`src/rtl/ascon_inv_sbox_layer_pkg.sv`:
```
// Purpose: shared Ascon constants and the inverse-layer FSM state encoding.
// Latency: n/a (declarations only).
// Backpressure: n/a.
package ascon_inv_sbox_layer_pkg;

  localparam int STATE_W   = 320;
  localparam int WORD_W    = 64;
  localparam int NUM_COLS  = 64;
  localparam int NUM_WORDS = 5;
  localparam int COL_W     = 5;

  typedef enum logic [1:0] {
    ST_IDLE = 2'd0,
    ST_BUSY = 2'd1,
    ST_DONE = 2'd2
  } layer_state_e;

endpackage

```
`src/rtl/ascon_inv_sbox.sv`:
```
// Purpose: Ascon 5-bit inverse S-box, column value {x0,x1,x2,x3,x4} with x0 as MSB.
// Latency: purely combinational.
// Backpressure: none.
module ascon_inv_sbox
  import ascon_inv_sbox_layer_pkg::*;
(
  input  logic [COL_W-1:0] col_i,
  output logic [COL_W-1:0] col_o
);

  // Table lookup of the inverse substitution
  always_comb begin
    col_o = 5'h00;
    case (col_i)
      5'h00: col_o = 5'h14;  5'h01: col_o = 5'h1A;  5'h02: col_o = 5'h07;  5'h03: col_o = 5'h0D;
      5'h04: col_o = 5'h00;  5'h05: col_o = 5'h09;  5'h06: col_o = 5'h0E;  5'h07: col_o = 5'h12;
      5'h08: col_o = 5'h0A;  5'h09: col_o = 5'h06;  5'h0A: col_o = 5'h1D;  5'h0B: col_o = 5'h01;
      5'h0C: col_o = 5'h19;  5'h0D: col_o = 5'h15;  5'h0E: col_o = 5'h13;  5'h0F: col_o = 5'h1E;
      5'h10: col_o = 5'h18;  5'h11: col_o = 5'h16;  5'h12: col_o = 5'h0B;  5'h13: col_o = 5'h11;
      5'h14: col_o = 5'h03;  5'h15: col_o = 5'h05;  5'h16: col_o = 5'h1C;  5'h17: col_o = 5'h1F;
      5'h18: col_o = 5'h17;  5'h19: col_o = 5'h1B;  5'h1A: col_o = 5'h04;  5'h1B: col_o = 5'h08;
      5'h1C: col_o = 5'h0F;  5'h1D: col_o = 5'h0C;  5'h1E: col_o = 5'h10;  5'h1F: col_o = 5'h02;
      default: col_o = 5'h00;
    endcase
  end

endmodule

```
`src/rtl/ascon_inv_sbox_layer.sv`:
```
// Purpose: iterative Ascon inverse substitution layer over a 320-bit state, COLS_PER_CYCLE columns per cycle.
// Latency: out_valid rises 64/COLS_PER_CYCLE cycles after the accepting edge.
// Backpressure: one state in flight; in_ready low in BUSY/DONE, result held in DONE until out_ready.
module ascon_inv_sbox_layer
  import ascon_inv_sbox_layer_pkg::*;
#(
  parameter int COLS_PER_CYCLE = 4
) (
  input  logic               clk,
  input  logic               rst_n,
  input  logic               in_valid,
  output logic               in_ready,
  input  logic [STATE_W-1:0] state_in,
  output logic               out_valid,
  input  logic               out_ready,
  output logic [STATE_W-1:0] state_out
);

  // Step wraps to 0 for 64 columns per cycle, which is harmless: that config finishes in one cycle.
  localparam logic [5:0] CNT_STEP = 6'(COLS_PER_CYCLE);
  localparam logic [5:0] CNT_LAST = 6'(NUM_COLS - COLS_PER_CYCLE);

  layer_state_e       state_q, state_d;
  logic [5:0]         cnt_q, cnt_d;
  logic [STATE_W-1:0] work_q, work_d;

  logic [WORD_W-1:0]  x_q [NUM_WORDS];
  logic [WORD_W-1:0]  x_d [NUM_WORDS];
  logic [5:0]         col_idx [COLS_PER_CYCLE];
  logic [COL_W-1:0]   col_in  [COLS_PER_CYCLE];
  logic [COL_W-1:0]   col_out [COLS_PER_CYCLE];

  // Split the working register into x0..x4 (x0 is the top word)
  always_comb begin
    for (int j = 0; j < NUM_WORDS; j++) begin
      x_q[j] = work_q[(NUM_WORDS-1-j)*WORD_W +: WORD_W];
    end
  end

  // cnt is always a multiple of the step, so cnt+k never wraps inside one slice
  for (genvar g = 0; g < COLS_PER_CYCLE; g++) begin : g_col
    assign col_idx[g] = cnt_q + 6'(g);
    assign col_in[g]  = {x_q[0][col_idx[g]], x_q[1][col_idx[g]], x_q[2][col_idx[g]],
                         x_q[3][col_idx[g]], x_q[4][col_idx[g]]};

    ascon_inv_sbox u_inv_sbox (
      .col_i (col_in[g]),
      .col_o (col_out[g])
    );
  end

  // Next-state logic: load in IDLE, substitute a slice in place in BUSY, hold in DONE
  always_comb begin
    state_d = state_q;
    cnt_d   = cnt_q;
    for (int j = 0; j < NUM_WORDS; j++) begin
      x_d[j] = x_q[j];
    end

    if (state_q == ST_BUSY) begin
      for (int k = 0; k < COLS_PER_CYCLE; k++) begin
        x_d[0][col_idx[k]] = col_out[k][4];
        x_d[1][col_idx[k]] = col_out[k][3];
        x_d[2][col_idx[k]] = col_out[k][2];
        x_d[3][col_idx[k]] = col_out[k][1];
        x_d[4][col_idx[k]] = col_out[k][0];
      end
    end

    work_d = '0;
    for (int j = 0; j < NUM_WORDS; j++) begin
      work_d[(NUM_WORDS-1-j)*WORD_W +: WORD_W] = x_d[j];
    end

    case (state_q)
      ST_IDLE: begin
        if (in_valid) begin
          work_d  = state_in;
          cnt_d   = '0;
          state_d = ST_BUSY;
        end
      end
      ST_BUSY: begin
        cnt_d = cnt_q + CNT_STEP;
        if (cnt_q == CNT_LAST) begin
          state_d = ST_DONE;
        end
      end
      ST_DONE: begin
        // A simultaneous in_valid is deliberately ignored; it is taken in the next IDLE cycle
        if (out_ready) begin
          state_d = ST_IDLE;
        end
      end
      default: state_d = ST_IDLE;
    endcase
  end

  // State, counter and working register; reset drops any operation in flight
  always_ff @(posedge clk or negedge rst_n) begin
    if (!rst_n) begin
      state_q <= ST_IDLE;
      cnt_q   <= '0;
      work_q  <= '0;
    end else begin
      state_q <= state_d;
      cnt_q   <= cnt_d;
      work_q  <= work_d;
    end
  end

  // Handshake outputs decode directly from the state register
  always_comb begin
    in_ready  = (state_q == ST_IDLE);
    out_valid = (state_q == ST_DONE);
    state_out = work_q;
  end

endmodule

```
`config.mk`:
```
export PLATFORM = sky130hd
export DESIGN_NAME = ascon_inv_sbox_layer
export DESIGN_NICKNAME = d
export VERILOG_FILES = /design/src/rtl/ascon_inv_sbox_layer_pkg.sv /design/src/rtl/ascon_inv_sbox.sv /design/src/rtl/ascon_inv_sbox_layer.sv
export SDC_FILE = /design/constraint.sdc
export NUM_CORES = 1
export LEC_CHECK = 0
export CELL_PAD_IN_SITES_DETAIL_PLACEMENT = 1
export CELL_PAD_IN_SITES_GLOBAL_PLACEMENT = 2
export CORE_AREA = 5 5 246 248
export DETAILED_ROUTE_END_ITERATION = 7
export DIE_AREA = 0 0 251 253
export DONT_BUFFER_PORTS = 1
export PLACE_DENSITY = 0.68
export SETUP_SLACK_MARGIN = 0.05
export SYNTH_ARGS = -nofsm -noshare
export SYNTH_HDL_FRONTEND = slang
export SYNTH_SLANG_ARGS = --single-unit
```
`constraint.sdc`:
```
create_clock -name clk -period 4 [get_ports clk]
set_input_delay 1 -clock clk [delete_from_list [all_inputs] [get_ports clk]]
set_output_delay 1 -clock clk [all_outputs]
set_load 0.02 [all_outputs]
```
* After elaboration in Yosys (flattened, before gate mapping)
Memories as Yosys holds them, arrays and structs flattened.
Cells that the tools add are included.
** Storage, ports and cells
- Register bits :: 328
- ROM bits :: 640
- Bits of input ports :: 324
- Output and inout port bits :: 322
- Logic and storage cells :: 110
- Memories kept :: 4
** Memories
- (no name shown) :: words 32, bits a word 5, read ports 1, clocked after Yosys merged registers in 0, wr ports 0, line ascon_inv_sbox.sv:14 : case (col_i)
- (no name shown) :: words 32, bits a word 5, read ports 1, clocked after Yosys merged registers in 0, wr ports 0, line ascon_inv_sbox.sv:14
- (no name shown) :: words 32, bits a word 5, read ports 1, clocked after Yosys merged registers in 0, wr ports 0, line ascon_inv_sbox.sv:14
- (no name shown) :: words 32, bits a word 5, read ports 1, clocked after Yosys merged registers in 0, wr ports 0, line ascon_inv_sbox.sv:14
** Cells by class
- Add/subtract/negate cells :: 4
- Magnitude comparators :: 8
- Equal/unequal tests :: 6
- Multiplexer cells :: 77
- Reductions and logical operators :: 8
** Operators with widths (count)
- 64-bit bitwise mux :: 20
- 320-bit two-way mux :: 3
- 1-bit binary-select mux with 6-bit select :: 20
- 6-bit by 7-bit less-than comparator with 1-bit output, second input constant :: 4
- 1-bit demux with 6-bit select :: 4
- 6-bit by 1-bit >= comparator with 1-bit output, second input constant :: 4
- 1-bit two-way mux :: 24
- 6-bit by 2-bit adder with 6-bit output, second input constant :: 2
- 6-bit case mux with 2 select lines :: 1
- 6-bit by 1-bit adder with 6-bit output, second input constant :: 1
- 6-bit by 3-bit adder with 6-bit output, second input constant :: 1
- 6-bit == test, second input constant :: 1
- 2-bit two-way mux :: 3
- 6-bit two-way mux :: 1
- 2-bit case mux with 3 select lines :: 1
- 1-bit logical AND :: 4
- 2-bit by 1-bit != test with 1-bit output, second input constant :: 2
- 3-bit AND reduction :: 1
- 2-bit by 1-bit == test with 1-bit output, second input constant :: 1
- 2-bit == test, second input constant :: 1
- 2-bit logical NOT :: 1
- 2-bit != test, second input constant :: 1
- 2-bit AND reduction :: 1
- 2-bit nonzero test :: 1

* Logic depth before layout (Yosys ltp)
Gate-level depths: netlist of the first run.
- Depth in word-level cells :: 11
- Mapped depth :: 16
- Gate-level depth less buffers :: 11

* By module
From an unflattened synthesis of the first run, not the netlist that was laid out.
** Second synthesis, totals
- Cells, all modules :: 1896
- Area total of the unflattened synthesis :: 18992.0 sq um
** By module, submodules not included
- ascon_inv_sbox_layer :: times used 1, cells each 1687, area an instance 17443.0 sq um, sequential area each 8157.8 sq um
- ascon_inv_sbox (g_col[0].u_inv_sbox ...) :: times used 3, cells each 52, area an instance 390.4 sq um, sequential area each 0.0 sq um
- ascon_inv_sbox (g_col[3].u_inv_sbox) :: times used 1, cells each 53, area an instance 377.9 sq um, sequential area each 0.0 sq um

* Least setup slack after synthesis of the first run
No wires, ideal clock.
- Kind :: reg-to-reg
- Start :: reg cnt_q[2]
- End :: reg work_q[31] (netlist: state_out[31])
- Arrival time :: 3.344 ns
- Required time :: 3.924 ns
- Path slack :: 0.579 ns
- Cell stages (with the launch flop) :: 16
- Buffers on the path :: 6
- Clock period less this slack :: 3.421 ns
- Cell sequence :: dfrtp_1 -> buf_4 -> buf_6 -> buf_6 -> buf_6 -> buf_6 -> mux2i_1 -> o22ai_1 -> nor4_2 -> inv_1 -> ha_1 -> mux4_2 -> mux2i_2 -> buf_4 -> nor2_1 -> o21ai_1
** On the way
- Word-level cells in the longest chain between the ends :: 11
** Ends and longest elaborated chain
- start, declared :: line ascon_inv_sbox_layer.sv:24 : logic [5:0] cnt_q, cnt_d;
- start signal, assigned :: line ascon_inv_sbox_layer.sv:107 : cnt_q <= cnt_d;
- parallel branches: the longest is 7 deep, another holds 6-bit by 1-bit adder with 6-bit output
- 64-bit bitwise mux (*) :: line ascon_inv_sbox_layer.sv:66 : x_d[4][col_idx[k]] = col_out[k][0];
- 320-bit two-way mux (*) :: line ascon_inv_sbox_layer.sv:60 : if (state_q == ST_BUSY) begin
- 320-bit two-way mux :: line ascon_inv_sbox_layer.sv:77 : if (in_valid) begin
- 320-bit two-way mux (*) :: line ascon_inv_sbox_layer.sv:75 : case (state_q)
- via work_d[31] :: line ascon_inv_sbox_layer.sv:25 : logic [STATE_W-1:0] work_q, work_d;
- end signal, assigned :: line ascon_inv_sbox_layer.sv:108 : work_q <= work_d;
- end, declared :: line ascon_inv_sbox_layer.sv:25
Mark *: on every way through the listed nets, which the timed path passes. The select of a mux whose other input is x is not followed.
A chain may end at the register's enable or synchronous reset.

* Worst setup path in the final report of the first run
- Start :: reg cnt_q[2]
- End :: reg work_q[84] (netlist: state_out[84])
** On the way
- Word-level cells in the longest chain between the ends :: 11
** Ends and longest elaborated chain
- parallel branches: the longest is 7 deep, another holds 6-bit by 1-bit adder with 6-bit output
- 64-bit bitwise mux (*) :: line ascon_inv_sbox_layer.sv:65 : x_d[3][col_idx[k]] = col_out[k][1];
- 320-bit two-way mux (*) :: line ascon_inv_sbox_layer.sv:60
- 320-bit two-way mux :: line ascon_inv_sbox_layer.sv:77
- 320-bit two-way mux (*) :: line ascon_inv_sbox_layer.sv:75
- via work_d[84] :: line ascon_inv_sbox_layer.sv:25
Marked as above.

==> results of run 1 <==
[cells by family after synthesis]
group,share of synthesized area [%]
buf+inv,5.02
mux,11.6
fa+ha+maj,1.92
xor+xnor,0.416
simple gates,15.2
flops,43.1
compound gates,22.8
[through the flow]
stage / utilization, % / area [sq um] / setup slack [ns] / hold slack (ns)
after floorplan: - / 18900 / 0.579 / 0.573
after global placement: 34.9 / 20300 / 0.112 / 0.707
after detailed placement: 34.9 / 20300 / 0.0639 / 0.693
after CTS: 37.2 / 21700 / 0.112 / 0.0890
after global routing: 37.4 / 21800 / 0.0587 / 0.102
final: 37.5 / 21800 / 0.186 / 0.125
[cell usage in the layout, fill, tap and decap left out, types with 8 or more instances in the layout]
cell type,instances
ha_1,29
nor4_4,8
or3_1,66
nor2_1,103
o22ai_1,50
mux2i_1,172
buf_4,99
diode_2,12
nand2_1,204
a22oi_1,18
xnor2_1,8
o21ai_1,230
clkbuf_1,12
buf_12,23
o21ai_0,207
a21oi_2,13
inv_1,14
dfrtp_1,323
nor3b_1,9
clkbuf_16,45
a21o_1,34
mux4_2,12
nor2_2,16
a21oi_1,181
and3_1,114
[layer usage]
layer	share of wire [%]	global-route usage, %
met2	48	49.2
met5	0.0079	0
met1	41	39.0
met3	8.2	8.71
met4	3.2	9.32
[what timing repair did]
item                       in CTS  in global routing
gates resized for setup         1                  7
gates cloned                    0                  2
hold endpoints to repair        0                  0
pin swaps                       0                  1
setup endpoints to repair       2                 80
setup buffers                   0                  1
[worst max-delay path: cells and delay by family (launching register included)]
kind | cells | cell delay [ns]
buffers and inverters | 3 | 0.68
flip-flops | 1 | 0.53
AND/OR/NAND/NOR | 2 | 0.62
adder cells (fa/ha/maj) | 1 | 0.31
multiplexers | 3 | 1.22
AO/OA/AOI/OAI | 2 | 0.34
[path summary, 6_finish.rpt]
path | start | end | slack (ns) | depth (start not counted)
setup reg to reg | cnt_q[2] | state_out[84] | 0.19 | 11
setup / recovery | cnt_q[2] | state_out[84] | 0.19 | 11
hold / removal | rst_n | state_out[212] | 0.12 | 0
min in group clk | state_in[26] | state_out[26] | 0.54 | 1
max in group asynchronous | rst_n | state_out[267] | 2.89 | 0
hold reg to reg | state_q[1] | cnt_q[4] | 0.72 | 3
[cell type report]
| cell class | instances | area share, % |
|---|---|---|
| diodes | 12 | 0.138 |
| clock buffers | 62 | 5.58 |
| clock inverters | 8 | 0.562 |
| inverters | 17 | 0.292 |
| multi-input cells | 1579 | 45.6 |
| flip-flops and latches | 326 | 37.4 |
| well taps | 773 | 4.43 |
| repair buffers | 126 | 6.00 |
[state kept, by name, summed over array words and instances, names as in the netlist]
signal / count
state_q: 2
cnt_q: 4
state_out: 320
==> out/metrics.yaml, run 1 <==
slew_viol_final: 0
dieArea_sq_um: 63500
routedWlPerCell_um: 35.0
cp.arrival_ns: 4.31
tritoncts: "done"
coreArea_sq_um: 58200
max_freq_mhz: 262
drc_errors: 0
async_flop_share_pct: 100
first_pass_iters: 5
yosys_warnings: 0
place.detailed.hpwl_mm: 75.5
synth_area_sq_um: 18900
synth.yosys.seq_area_share_pct: 43.1
start_util_pct: 32.5
clk_pin_slew_ns: 0.07
nNetsFinal: 2444
vias: 17900
antenna_found_initial: 14
num-fill-cells: 6667
register_area_sq_um: 8160
crit_path_cell_trace: "buf_12 -> mux2i_1 -> o22ai_1 -> or4_1 -> inv_1 -> ha_1 -> mux2_1 -> mux2i_2 -> buf_4 -> nor2_1 -> o21ai_1"
hold_viol: 0
synthFlopType: "dfrtp_1"
crit_path_start_kind: "flop"
placementRows: 89
first_global_vias: 18500
cpMaxStageDelayCell: "mux2i_1"
yosysMostFrequentCell: "dfrtp_1"
synth_common_cells: "326 x dfrtp_1, 231 x o21ai_1, 207 x o21ai_0"
setup_viol_count_final: 0
drive_gt1_share_pct: 12.9
synth-seq-cells: 326
ys_top_cells_by_area: "dfrtp_1 43%, mux2i_1 9.4%, o21ai_1 6.1%, o21ai_0 5.5%, a21oi_1 4.8%"
drtIter0Drc: 1456
synthCells: 2113
io_pins: 646
fin_setup_tns_ns: 0
grt_pass1_wl_mm: 142
grt_max_degree: 327
ant_nets: 0
routabilityCongestion: 0.921
synth_cell_type_count: 68
drt-vias-per-instance: 6.15
min_path_type: "input pin to asynchronous set/reset pin"
status: "complete, no violations"
h-tree-depth: 2
syn_area_per_cell_sq_um: 8.96
synth_top_area_share_pct: 43.1
rsz0062_at_grt: "false"
fin_crit_sh_pct: 95.3
worstSetupPathType: "flop to flop"
end_kind: "flop"
maxCapViolCount: 0
worst_ep_required_time_ns: 4.50
overflow: 0
multiInputGateArea_sq_um: 9940
die_h_um: 253
clock_path_buffers: 3
cts-root-buf: "clkbuf_16"
worstSkewPairLatency_ns: 0.59
fin_crit_ns: 3.81
area_delta_synth_final_pct: 15.2
grt_usage_pct: 30.1
synth_edf_count: 0
syn_nets: 2466
numClockSinks: 326
slew_headroom_pct: 19.9
fin_cells: 2903
crit_path_max_incr_delay_ns: 0.61
worstMarginPinSlew_ns: 1.20
clock_skew_ns: 0.0280
die_w_um: 251
place_inst: 2818
synth_area_leader_cell: "dfrtp_1"
routed_wl_mm: 102
worstPathMaxFanout: 26
cts_buffers: 41
cts_hold_buf: 0
port_buffers: 0
Power of run 1 is not shown: default switching activity piles up to over one toggle a cycle in this logic, so the estimate is an artifact.
==> inputs of run 2 (changes only) <==
- GPL_TIMING_DRIVEN: not set -> 0
==> run 2 against run 1 <==
  * Flip-flop and latch count did not move
  * Routed wire length rose by 20%
  * Die area did not move
  * Via count rose by 7.9%
  * Largest cell class unchanged
==> out/metrics.yaml, run 2 (synthesized netlist as in run 1, its figures left out) <==
numClockSinks: 326  # unchanged
r2r_slack_ns: 0.10  # -0.09 ns
end_kind: "flop"
timing.final.ws_setup_ns: 0.100  # -0.0862 ns
worstSkewPairLatency_ns: 0.59  # about the same
r2r_start: "cnt_q[2]"
fin_crit_ns: 3.90  # +0.0862 ns
status: "complete, no violations"
placementRows: 89  # unchanged
cts_buffers: 41  # unchanged
drc_errors: 0  # unchanged
drive_gt1_share_pct: 12.7  # -0.28 points
clock_path_buffers: 3  # unchanged
max_freq_mhz: 256  # -2.2%
maxCapViolCount: 0  # unchanged
io_pins: 646  # unchanged
rsz0062_at_grt: "false"
grt_pass1_wl_mm: 166  # +17%
multiInputGateArea_sq_um: 10300  # +3.2%
worstMarginPinSlew_ns: 1.21  # +0.00944 ns
slew_headroom_pct: 19.3  # -0.63 points
num-fill-cells: 6738  # +1.1%
slew_viol_final: 0  # unchanged
place.detailed.hpwl_mm: 91.5  # +21%
hold_viol: 0  # unchanged
final_common_cell: "dfrtp_1"
worst_ep_required_time_ns: 4.47  # -0.03 ns
setup_viol_count_final: 0  # unchanged
start_util_pct: 32.5  # unchanged
fin_crit_sh_pct: 97.5  # +2.2 points
grt_usage_pct: 36.6  # +6.5 points
routabilityCongestion: 0.942  # +2.3%
tritoncts: "done"
register_area_sq_um: 8160  # about the same
rr_worst_depth: 11  # unchanged
h-tree-depth: 2  # unchanged
antenna_found_initial: 21  # +7
cp.arrival_ns: 4.37  # +0.06 ns
place_ws_ns: -1.51  # -1.58 ns
clk_pin_slew_ns: 0.06  # about the same
routedWlPerCell_um: 40.7  # +16%
ant_nets: 0  # unchanged
cts-root-buf: "clkbuf_16"
crit_path_start_kind: "flop"
first_global_vias: 19800  # +7.0%
routed_wl_mm: 122  # +20%
largest_reg_flops: 320  # unchanged
clock_skew_ns: 0.0247  # -0.00330 ns
coreArea_sq_um: 58200  # unchanged
grt_max_degree: 327  # unchanged
vias: 19300  # +7.9%
port_buffers: 0  # unchanged
min_path_type: "input pin to asynchronous set/reset pin"
nNetsFinal: 2547  # +4.2%
area_delta_synth_final_pct: 17.3
drtIter0Drc: 1814  # +25%
mostFrequentLayoutCells: "326 x dfrtp_1, 228 x o21ai_1, 207 x o21ai_0, 205 x nand2_1, 181 x a21oi_1"
overflow: 0  # unchanged
worstPathMaxFanout: 10  # -62%
worstSetupPathType: "flop to flop"
reg2reg_to: "state_out[126]"
fin_setup_tns_ns: 0  # unchanged
die_w_um: 251  # unchanged
die_h_um: 253  # unchanged
first_pass_iters: 5  # unchanged
dieArea_sq_um: 63500  # unchanged
drt-vias-per-instance: 6.41  # +4.2%
-- run 2: repair_timing --
item,in CTS,in global routing
endpoints found under the setup margin,321,250
endpoints found under the hold margin,0,0
setup buffers,37,4
hold buffers,0,0
pin swaps,14,5
gates cloned,0,0
resized for setup,91,78
-- run 2: cell type report --
type / count / share of cell area (%)
buffer: 187 / 5.03
inverter: 17 / 0.287
multi-input combinational: 1579 / 46.2
antenna: 12 / 0.135
clock inverter: 6 / 0.152
timing repair buffer: 42 / 1.54
clock buffer: 64 / 5.52
sequential: 326 / 36.7
tap: 773 / 4.36
-- run 2: per-layer routing --
metal	track usage (%)	vias up	wire length, um
li1	-	7816	-
met1	48.0	10100	50200
met2	57.9	1079	57000
met3	10.6	236	10600
met4	14.0	10	4360
met5	0	-	65
-- run 2: worst max-delay path by stage --
stage,slack (ns),from,cells past startpoint,endpoint
6_report,0.10,cnt_q[2],11,state_out[126]
5_1_grt,0.06,cnt_q[2],15,state_out[39]
4_1_cts,0.05,cnt_q[2],14,state_out[240]
3_5_place_dp,-1.51,cnt_q[3],12,state_out[242]
3_3_place_gp,-1.47,cnt_q[3],12,state_out[246]
2_1_floorplan,0.58,cnt_q[2],15,state_out[31]
-- run 2: worst max-delay path: stages, from the launching register on --
cell and delay (ns):
dfrtp_1 0.38, buf_6 0.17, buf_12 0.22, buf_12 0.24, buf_8 0.26, buf_4 0.31, nand2_1 0.34, nor2_1 0.22
clkbuf_1 0.71, clkbuf_2 0.54, a21oi_1 0.14, a21o_1 0.18
-- run 2: metrics by stage --
| step | hold WS (ns) | utilization, % | instance area [sq um] | instances |
|---|---|---|---|---|
| after floorplan | 0.573 | - | 18900 | 2113 |
| after global placement | 0.602 | 34.2 | 19900 | 2886 |
| after detailed placement | 0.630 | 34.2 | 19900 | 2887 |
| after CTS | 0.109 | 37.5 | 21900 | 2992 |
| after global routing | 0.113 | 38.1 | 22200 | 3003 |
| final | 0.136 | 38.1 | 22200 | 3006 |
Power of run 2 is left out for the same reason.
